**config.mk**
```make
export PLATFORM = sky130hd
export DESIGN_NAME = mips_load_store_unit_flat
export DESIGN_NICKNAME = d
export VERILOG_FILES = /design/src/rtl/mips_lsu_pkg.sv /design/src/rtl/mips_load_store_unit_if.sv /design/src/rtl/mips_lsu_load_align.sv /design/src/rtl/mips_load_store_unit.sv /design/src/flat_wrapper.sv
export SDC_FILE = /design/constraint.sdc
export NUM_CORES = 1
export LEC_CHECK = 0
export ABC_AREA = 1
export BUFFER_PORTS_ARGS = -buffer_cell sky130_fd_sc_hd__buf_2
export CAP_MARGIN = 40
export CORE_MARGIN = 2
export CORE_UTILIZATION = 56
export DETAILED_ROUTE_END_ITERATION = 10
export HOLD_SLACK_MARGIN = 0.03
export MAX_ROUTING_LAYER = met4
export PLACE_DENSITY = 0.91
export SYNTH_ARGS = -nofsm -noshare
export SYNTH_HDL_FRONTEND = slang
export SYNTH_SLANG_ARGS = --single-unit
```
**constraint.sdc**
```tcl
create_clock -name clk -period 3.2 [get_ports clk]
set_clock_uncertainty 0.05 [all_clocks]
set_input_delay 0.8 -clock clk [delete_from_list [all_inputs] [get_ports clk]]
set_output_delay 0.8 -clock clk [all_outputs]
set_load 0.01 [all_outputs]
```
**src/rtl/mips_lsu_pkg.sv**
```systemverilog
// Shared types and decode helpers for the MIPS load/store unit.
// Operation encoding, FSM states and the alignment rules live here so the top and formatter agree.
package mips_lsu_pkg;

    typedef enum logic [3:0] {
        LB  = 4'd0,
        LBU = 4'd1,
        LH  = 4'd2,
        LHU = 4'd3,
        LW  = 4'd4,
        LWL = 4'd5,
        LWR = 4'd6,
        SB  = 4'd8,
        SH  = 4'd9,
        SW  = 4'd10
    } lsu_op_t;

    typedef enum logic [1:0] {
        IDLE    = 2'd0,
        RD_WAIT = 2'd1,
        RESP    = 2'd2
    } lsu_state_t;

    function automatic logic is_load(lsu_op_t op);
        return op inside {LB, LBU, LH, LHU, LW, LWL, LWR};
    endfunction

    function automatic logic is_store(lsu_op_t op);
        return op inside {SB, SH, SW};
    endfunction

    // LWL/LWR are unaligned by design and never fault.
    function automatic logic misaligned(lsu_op_t op, logic [1:0] off);
        case (op)
            LH, LHU, SH: return off[0];
            LW, SW:      return off != 2'b00;
            default:     return 1'b0;
        endcase
    endfunction

endpackage

```
**src/rtl/mips_load_store_unit_if.sv**
```systemverilog
// Core-side request/response handshake plus the word-wide memory port of the LSU.
// slave is the LSU's view; master is the core's view of the request/response half.
interface mips_load_store_unit_if #(
    parameter int ADDR_W = 32,
    parameter int DATA_W = 32
);
    import mips_lsu_pkg::*;

    logic              req_valid;
    logic              req_ready;
    lsu_op_t           req_op;
    logic [ADDR_W-1:0] req_addr;
    logic [DATA_W-1:0] req_wdata;

    logic              resp_valid;
    logic [DATA_W-1:0] resp_rdata;
    logic              resp_err;
    logic [ADDR_W-1:0] resp_badaddr;

    logic [ADDR_W-1:0] mem_address;
    logic              mem_read_en;
    logic              mem_wr_en;
    logic [3:0]        mem_byte_en;
    logic [DATA_W-1:0] mem_data_in;
    logic [DATA_W-1:0] mem_data_out;

    modport slave (
        input  req_valid, req_op, req_addr, req_wdata, mem_data_out,
        output req_ready, resp_valid, resp_rdata, resp_err, resp_badaddr,
        output mem_address, mem_read_en, mem_wr_en, mem_byte_en, mem_data_in
    );

    modport master (
        output req_valid, req_op, req_addr, req_wdata,
        input  req_ready, resp_valid, resp_rdata, resp_err, resp_badaddr
    );

endinterface

```
**src/rtl/mips_lsu_load_align.sv**
```systemverilog
// Combinational load formatter: picks the addressed byte/halfword out of a big-endian word,
// extends it, or merges the word into the old rt for LWL/LWR.
module mips_lsu_load_align
    import mips_lsu_pkg::*;
(
    input  lsu_op_t     op,
    input  logic [1:0]  off,
    input  logic [31:0] word,
    input  logic [31:0] rt,
    output logic [31:0] result
);

    localparam logic [31:0] ONES = 32'hFFFF_FFFF;

    logic [4:0]  lsh;
    logic [4:0]  rsh;
    logic [31:0] shifted;
    logic [7:0]  byte_v;
    logic [15:0] half_v;

    // Offset 0 is the most significant byte, so a right shift of 8*(3-o) brings it to [7:0].
    assign lsh     = {off, 3'b000};
    assign rsh     = {~off, 3'b000};
    assign shifted = word >> rsh;
    assign byte_v  = shifted[7:0];
    assign half_v  = (off == 2'b00) ? word[31:16] : word[15:0];

    always_comb begin
        result = '0;
        case (op)
            LB:      result = {{24{byte_v[7]}}, byte_v};
            LBU:     result = {24'h0, byte_v};
            LH:      result = {{16{half_v[15]}}, half_v};
            LHU:     result = {16'h0, half_v};
            LW:      result = word;
            LWL:     result = (word << lsh) | (rt & ~(ONES << lsh));
            LWR:     result = (word >> rsh) | (rt & ~(ONES >> rsh));
            default: result = '0;
        endcase
    end

endmodule

```
**src/rtl/mips_load_store_unit.sv**
```systemverilog
// MIPS load/store unit: accepts one operation per handshake, drives the memory port in the
// accept cycle, formats load data one cycle later and returns a single-cycle response.
module mips_load_store_unit
    import mips_lsu_pkg::*;
#(
    parameter int ADDR_W = 32,
    parameter int DATA_W = 32
) (
    input logic                  clk,
    input logic                  rst_n,
    mips_load_store_unit_if.slave bus
);

    lsu_state_t state, next_state;

    logic              accept;
    logic [1:0]        off;
    logic              req_is_load;
    logic              req_is_store;
    logic              req_misaligned;
    logic [3:0]        store_be;
    logic [DATA_W-1:0] store_data;

    lsu_op_t           op_q;
    logic [1:0]        off_q;
    logic [DATA_W-1:0] rt_q;
    logic [DATA_W-1:0] rdata_q;
    logic              err_q;
    logic [ADDR_W-1:0] badaddr_q;
    logic [DATA_W-1:0] load_result;

    assign off            = bus.req_addr[1:0];
    assign req_is_load    = is_load(bus.req_op);
    assign req_is_store   = is_store(bus.req_op);
    assign req_misaligned = misaligned(bus.req_op, off);

    always_comb begin
        store_be   = 4'b0000;
        store_data = '0;
        case (bus.req_op)
            SB: begin
                store_be   = 4'b1000 >> off;
                store_data = {4{bus.req_wdata[7:0]}};
            end
            SH: begin
                store_be   = (off == 2'b00) ? 4'b1100 : 4'b0011;
                store_data = {2{bus.req_wdata[15:0]}};
            end
            SW: begin
                store_be   = 4'b1111;
                store_data = bus.req_wdata;
            end
            default: ;
        endcase
    end

    // NOTE: non-blocking assignments for all registered state, so every flop samples pre-edge values.
    always_ff @(posedge clk or negedge rst_n) begin
        if (!rst_n) state <= IDLE;
        else        state <= next_state;
    end

    // NOTE: every signal driven here gets a default first, so no path can infer a latch.
    always_comb begin
        next_state       = state;
        accept           = 1'b0;
        bus.req_ready    = (state == IDLE);
        bus.mem_read_en  = 1'b0;
        bus.mem_wr_en    = 1'b0;
        bus.mem_byte_en  = 4'b0000;
        bus.mem_data_in  = '0;
        case (state)
            IDLE: begin
                // rst_n gating keeps the strobes quiet while reset holds the FSM in IDLE.
                if (bus.req_valid && rst_n) begin
                    accept = 1'b1;
                    if (req_misaligned) begin
                        next_state = RESP;
                    end else if (req_is_load) begin
                        bus.mem_read_en = 1'b1;
                        next_state      = RD_WAIT;
                    end else begin
                        if (req_is_store) begin
                            bus.mem_wr_en   = 1'b1;
                            bus.mem_byte_en = store_be;
                            bus.mem_data_in = store_data;
                        end
                        next_state = RESP;
                    end
                end
            end
            RD_WAIT: next_state = RESP;
            RESP:    next_state = IDLE;
            default: next_state = IDLE;
        endcase
    end

    always_ff @(posedge clk or negedge rst_n) begin
        if (!rst_n) begin
            op_q      <= LB;
            off_q     <= 2'b00;
            rt_q      <= '0;
            rdata_q   <= '0;
            err_q     <= 1'b0;
            badaddr_q <= '0;
        end else if (accept) begin
            op_q      <= bus.req_op;
            off_q     <= off;
            rt_q      <= bus.req_wdata;
            rdata_q   <= '0;
            err_q     <= req_misaligned;
            badaddr_q <= req_misaligned ? bus.req_addr : '0;
        end else if (state == RD_WAIT) begin
            rdata_q   <= load_result;
        end
    end

    mips_lsu_load_align u_load_align (
        .op     (op_q),
        .off    (off_q),
        .word   (bus.mem_data_out),
        .rt     (rt_q),
        .result (load_result)
    );

    assign bus.mem_address  = {bus.req_addr[ADDR_W-1:2], 2'b00};
    assign bus.resp_valid   = (state == RESP);
    assign bus.resp_err     = (state == RESP) && err_q;
    assign bus.resp_rdata   = rdata_q;
    assign bus.resp_badaddr = badaddr_q;

endmodule

```
**src/flat_wrapper.sv**
```systemverilog
// flat-port wrapper written by rule: the top's interface ports become plain ports
module mips_load_store_unit_flat import mips_lsu_pkg::*;
#(
    parameter int ADDR_W = 32,
    parameter int DATA_W = 32
)
  (clk, rst_n, bus_req_valid, bus_req_op, bus_req_addr, bus_req_wdata, bus_mem_data_out, bus_req_ready, bus_resp_valid, bus_resp_rdata, bus_resp_err, bus_resp_badaddr, bus_mem_address, bus_mem_read_en, bus_mem_wr_en, bus_mem_byte_en, bus_mem_data_in);
  mips_load_store_unit_if #(.ADDR_W(ADDR_W), .DATA_W(DATA_W)) bus_i ();
  input logic clk;
  input logic rst_n;
  input wire logic [$bits(bus_i.req_valid)-1:0] bus_req_valid;
  input wire logic [$bits(bus_i.req_op)-1:0] bus_req_op;
  input wire logic [$bits(bus_i.req_addr)-1:0] bus_req_addr;
  input wire logic [$bits(bus_i.req_wdata)-1:0] bus_req_wdata;
  input wire logic [$bits(bus_i.mem_data_out)-1:0] bus_mem_data_out;
  output wire logic [$bits(bus_i.req_ready)-1:0] bus_req_ready;
  output wire logic [$bits(bus_i.resp_valid)-1:0] bus_resp_valid;
  output wire logic [$bits(bus_i.resp_rdata)-1:0] bus_resp_rdata;
  output wire logic [$bits(bus_i.resp_err)-1:0] bus_resp_err;
  output wire logic [$bits(bus_i.resp_badaddr)-1:0] bus_resp_badaddr;
  output wire logic [$bits(bus_i.mem_address)-1:0] bus_mem_address;
  output wire logic [$bits(bus_i.mem_read_en)-1:0] bus_mem_read_en;
  output wire logic [$bits(bus_i.mem_wr_en)-1:0] bus_mem_wr_en;
  output wire logic [$bits(bus_i.mem_byte_en)-1:0] bus_mem_byte_en;
  output wire logic [$bits(bus_i.mem_data_in)-1:0] bus_mem_data_in;
  assign bus_i.req_valid = bus_req_valid;
  assign bus_i.req_op = bus_req_op;
  assign bus_i.req_addr = bus_req_addr;
  assign bus_i.req_wdata = bus_req_wdata;
  assign bus_i.mem_data_out = bus_mem_data_out;
  assign bus_req_ready = bus_i.req_ready;
  assign bus_resp_valid = bus_i.resp_valid;
  assign bus_resp_rdata = bus_i.resp_rdata;
  assign bus_resp_err = bus_i.resp_err;
  assign bus_resp_badaddr = bus_i.resp_badaddr;
  assign bus_mem_address = bus_i.mem_address;
  assign bus_mem_read_en = bus_i.mem_read_en;
  assign bus_mem_wr_en = bus_i.mem_wr_en;
  assign bus_mem_byte_en = bus_i.mem_byte_en;
  assign bus_mem_data_in = bus_i.mem_data_in;
  mips_load_store_unit #(.ADDR_W(ADDR_W), .DATA_W(DATA_W)) u_core (.clk(clk), .rst_n(rst_n), .bus(bus_i));
endmodule
```
== Yosys cells after proc, flatten, opt, wreduce, memory -nomap -nowiden ==
Cells that the tools add are included.

* Flip-flop bits (word level): 105
* Input bits: 103
* Output and inout port bits: 137
* Logic and storage cells: 84

* Shift-type cells: 5
* Reduce and logical (&&, ||, !) cells: 13
* Bitwise gates (word level): 7
* Equality and inequality tests: 18
* Muxes and demuxes: 34

{| class="wikitable"
|+ Operators with widths
! operator !! count
|-
| $mux 32 || 8
|-
| $pmux 32 s7 || 1
|-
| $pmux 32 s3 || 1
|-
| $and 32x32->32 || 2
|-
| $not 32->32 || 2
|-
| $or 32x32->32 || 2
|-
| $shl 32x5->32 || 1
|-
| $shl 32x5->32 const A || 1
|-
| $shr 32x5->32 || 1
|-
| $shr 32x5->32 const A || 1
|-
| $eq 4x3->1 const B || 6
|-
| $mux 4 || 6
|-
| $eq 4x2->1 const B || 4
|-
| $mux 16 || 1
|-
| $eq 4x4->1 const B || 3
|-
| $pmux 4 s3 || 1
|-
| $mux 1 || 11
|-
| $eq 4x1->1 const B || 2
|-
| $logic_not 4->1 || 2
|-
| $reduce_bool 7->1 || 1
|-
| $logic_not 2->1 || 3
|-
| $mux 2 || 3
|-
| $pmux 2 s2 || 1
|-
| $reduce_bool 2->1 || 2
|-
| other kinds (10) || 11
|}

== Longest topological paths before layout ==
* Depth after elaboration: 8
* Depth in mapped cells: 11
* Depth with buffers taken out: 10

== Hierarchy ==
A second synthesis with hierarchy kept.

* Cell total of the unflattened synthesis: 1163
* Area, all modules: 7559.8 um^2

{| class="wikitable"
|+ By module, submodules not included
! module !! instances !! cells an instance !! area an instance (um^2)
|-
| mips_load_store_unit || 1 || 637 || 5127.4
|-
| mips_lsu_load_align || 1 || 526 || 2432.3
|}

== Least setup slack after synthesis ==
Ideal clock, no wire load.

* Path type: input to output
* Start point: in bus_req_op[2]
* End point: out bus_mem_data_in[0]
* Arrival time: 1.746 ns
* Path buffers: 1
* Slack: 0.604 ns
* Stages: 8
* Path through: inv_2 nand2_2 nor2_4 inv_2 nand2_1 nand4_4 buf_4 nor2_1

* Word-level cells in the longest chain between the ends: 7
* Elaborated cells on any way between the ends: 21
* Classes of those cells: eq/ne: 9; mux: 7; reduce/logical: 5

{| class="wikitable"
|+ RTL lines
! what !! line !! source
|-
| from (decl) || flat_wrapper.sv:12 || <nowiki>input wire logic [$bits(bus_i.req_op)-1:0] bus_req_op;</nowiki>
|-
| $eq 4x4->1, on equally long branches || mips_lsu_pkg.sv:29, mips_lsu_pkg.sv:34, mips_load_store_unit.sv:40 ||
|-
| $pmux 32 s3 or $reduce_bool 3->1 (tied branches) || mips_load_store_unit.sv:40, mips_lsu_pkg.sv:29 ||
|-
| $mux 32 || mips_load_store_unit.sv:83 || <nowiki>if (req_is_store) begin</nowiki>
|-
| $mux 32 || mips_load_store_unit.sv:79 || <nowiki>end else if (req_is_load) begin</nowiki>
|-
| $mux 32 (*) || mips_load_store_unit.sv:77 || <nowiki>if (req_misaligned) begin</nowiki>
|-
| $mux 32 (*) || mips_load_store_unit.sv:75 || <nowiki>if (bus.req_valid && rst_n) begin</nowiki>
|-
| $mux 32 (*) || mips_load_store_unit.sv:72 || <nowiki>case (state)</nowiki>
|-
| to (decl) || flat_wrapper.sv:25 || <nowiki>output wire logic [$bits(bus_i.mem_data_in)-1:0] bus_mem_data_in;</nowiki>
|}

Mark *: on every way between the ends. The rest lies on a longest branch, timed or not.

== Worst setup path after layout ==
* Start point: in bus_req_op[2]
* End point: out bus_mem_data_in[26]

The elaborated chain is that of the path after synthesis.

==> metrics.csv <==
metric,value,unit
status,"finished, final reports clean",
syn_inst,1083,
antenna_found_initial,0,
post-cts-setup-buffers,0,
layout.nets,1358,
whs,0.426,ns
io_pins,240,
combPwrFrac,33.8,%
dp_hpwl,17000,um
cts_hold_buf,0,
power_density,499,nW/um^2
via_count,8004,
drv_cap,0,
min_period,3.08,ns
seq_power_share,39.0,%
ys_types,31,
p_int,2.51,mW
drc,0,
worst_pin_slew,0.816,ns
place_congestion,1.02,
crit_path_start_kind,input pin,
ir_worst_vdd,0.301,mV
drive_above_1_share,24.7,%
grt_max_degree,85,
cts_tree,built,
p_leak,4.87,nW
grt_setup_unrepaired,no,
antenna_left,0,
swShare,40.1,%
slew_headroom,45.5,%
cts-root-buf,clkbuf_16,
n_antenna_cell,0,
rows,41,
grt_pass1_wl,35700,um
overflow,0,
wire_per_inst,16.3,um
finalCritPeriodShare,96.2,%
via_per_inst,5.59,
drt_iter0_drc,800,
die_h,117,um
synth_seq_area_share,37.0,%
cp-end-kind,output port,
fillers,1138,
dp_cells,1416,
worst-path-max-fanout,11,
grt_pass1_vias,7073,
p_switching,1.68,mW
clk_path_buf_depth,2,
fmax,325,MHz
hold_class,reg2reg,
setup_viol_count_final,0,
drv_slew,0,
finalHoldViolCount,0,
crit_arrival,2.23,ns
cts_buffers,9,
track_usage,35.0,%
finalSetupTns,0,ns
critPathKind,in2out,
die-area,13600,um^2
die_w,117,um
fin_util,67.1,%
initial_utilization,56.7,%
clkTransAtPathRegs,0.07,ns
cts_resized,0,
clk_latency,0.36,ns
syn_to_final_growth,18.4,%
power_frac_clock,27.3,%
ys_seq_elements,105,
routed_wl,23300,um
rrSetupSlack,0.86,ns
clock_sink_count,105,
port-buffer-count,237,
ctsHtreeMaxLevel,3,
cp.required,2.35,ns
stdcell_count,1432,
core-area,12500,um^2
synth_warnings,0,
syn_avg_cell_area,6.55,um^2
p_total,4.19,mW
syn-cell-area,7100,um^2
drt_pass1_iterations,6,
==> cells by family after synthesis <==
logic type             share of synthesized area, %
AO/OA/AOI/OAI                                  11.8
AND/OR/NAND/NOR                                39.3
buffers and inverters                          11.8
other                                        0.0528
flip-flops                                     37.0
==> final cells by class <==
class                   instances  area, um^2  area share, %
inverters                      72         275           3.28
multi-input cells             814        3640           43.4
clock inverters                 7        91.3           1.09
clock buffers                   9         225           2.68
well taps                     172         215           2.56
repair buffers                253        1320           15.7
flip-flops and latches        105        2630           31.3
==> stage by stage <==
stage	worst slack, ns	instance area (um^2)
finish	0.120	8400
global route	0.0219	8400
CTS	0.0694	8400
detailed placement	0.0588	8080
global placement	0.142	8080
floorplan	0.604	7100
==> power groups by stage <==
stage,clock network [mW],registers (mW),logic (mW)
finish,1.14,1.63,1.41
detailed placement,0,1.65,1.37
CTS,1.14,1.62,1.38
global placement,0,1.64,1.35
global route,1.19,1.65,1.57
floorplan,0,1.64,0.927
==> state kept, by name, summed over array words and instances, names as in the netlist <==
| signal | cells |
|---|---|
| u_core.err_q | 1 |
| u_core.rt_q | 32 |
| u_core.bus.resp_rdata | 32 |
| u_core.bus.resp_badaddr | 32 |
| u_core.state | 2 |
| u_core.op_q | 4 |
| u_core.off_q | 2 |
==> cell usage after synthesis (all sizes together) <==
library cell,n,area (um^2)
clkbuf,16,60.1
or2,7,43.8
a21oi,42,221
conb,1,3.75
buf,77,502
o21ai,87,435
nor3,3,15.0
nand4,2,27.5
inv,72,275
nand2,431,1660
a211oi,1,12.5
nand3,144,721
a31oi,3,18.8
o211ai,15,113
nand3b,1,20.0
o21a,5,37.5
dfrtp,105,2630
nor2,71,304
==> cell usage in the layout (no fill, tap or decap) <==
cell type	netlist	final
a211oi_2	1	1
inv_2	7	7
nand3b_4	1	1
nand2_2	7	7
nor2_4	3	3
o21ai_0	78	78
o211ai_1	15	15
or2_2	6	6
clkinv_4	0	1
conb_1	1	2
dfrtp_1	105	105
inv_12	0	1
inv_4	2	2
nand4_4	1	1
nand2_1	421	421
inv_1	63	63
o21a_1	5	5
nor2_2	6	7
nand4_1	1	1
nor3_1	3	3
buf_2	32	236
nor2_1	62	61
buf_12	0	1
clkbuf_16	0	9
a21oi_1	39	39
or2_0	1	1
nand3_2	0	1
clkinv_8	0	3
a31oi_1	3	3
o21ai_1	9	9
nand2_4	3	3
nand3_1	144	143
buf_4	42	16
a21oi_2	3	3
inv_6	0	2
==> critical path, cell delays in order <==
cell     delay, ns
buf_2         0.11
inv_2         0.08
nand2_2       0.07
nor2_4        0.15
nand2_1       0.23
o21ai_0       0.45
a21oi_1       0.09
nor2_1        0.10
buf_2         0.14
==> layer usage <==
metal	wire length (um)	global-route usage (%)
met4	911	15.0
met2	10700	53.3
met3	2740	6.02
met5	0	-
met1	9020	46.2
==> worst paths after layout <==
| check | start | cells after the start | end |
|---|---|---|---|
| worst max-delay path | bus_req_op[2] | 9 | bus_mem_data_in[26] |
| worst min-delay path | u_core.bus.resp_rdata[24]$_DFFE_PN0P_ | 2 | u_core.bus.resp_rdata[24]$_DFFE_PN0P_ |
| worst max register to register | u_core.off_q[1]$_DFFE_PN0P_ | 7 | u_core.bus.resp_rdata[0]$_DFFE_PN0P_ |
| worst min register to register | u_core.bus.resp_rdata[24]$_DFFE_PN0P_ | 2 | u_core.bus.resp_rdata[24]$_DFFE_PN0P_ |
| max in group asynchronous | rst_n | 3 | u_core.bus.resp_badaddr[23]$_DFFE_PN0P_ |
| min in group asynchronous | rst_n | 2 | u_core.bus.resp_rdata[0]$_DFFE_PN0P_ |
No activity file was read; power rests on OpenSTA's default activity.
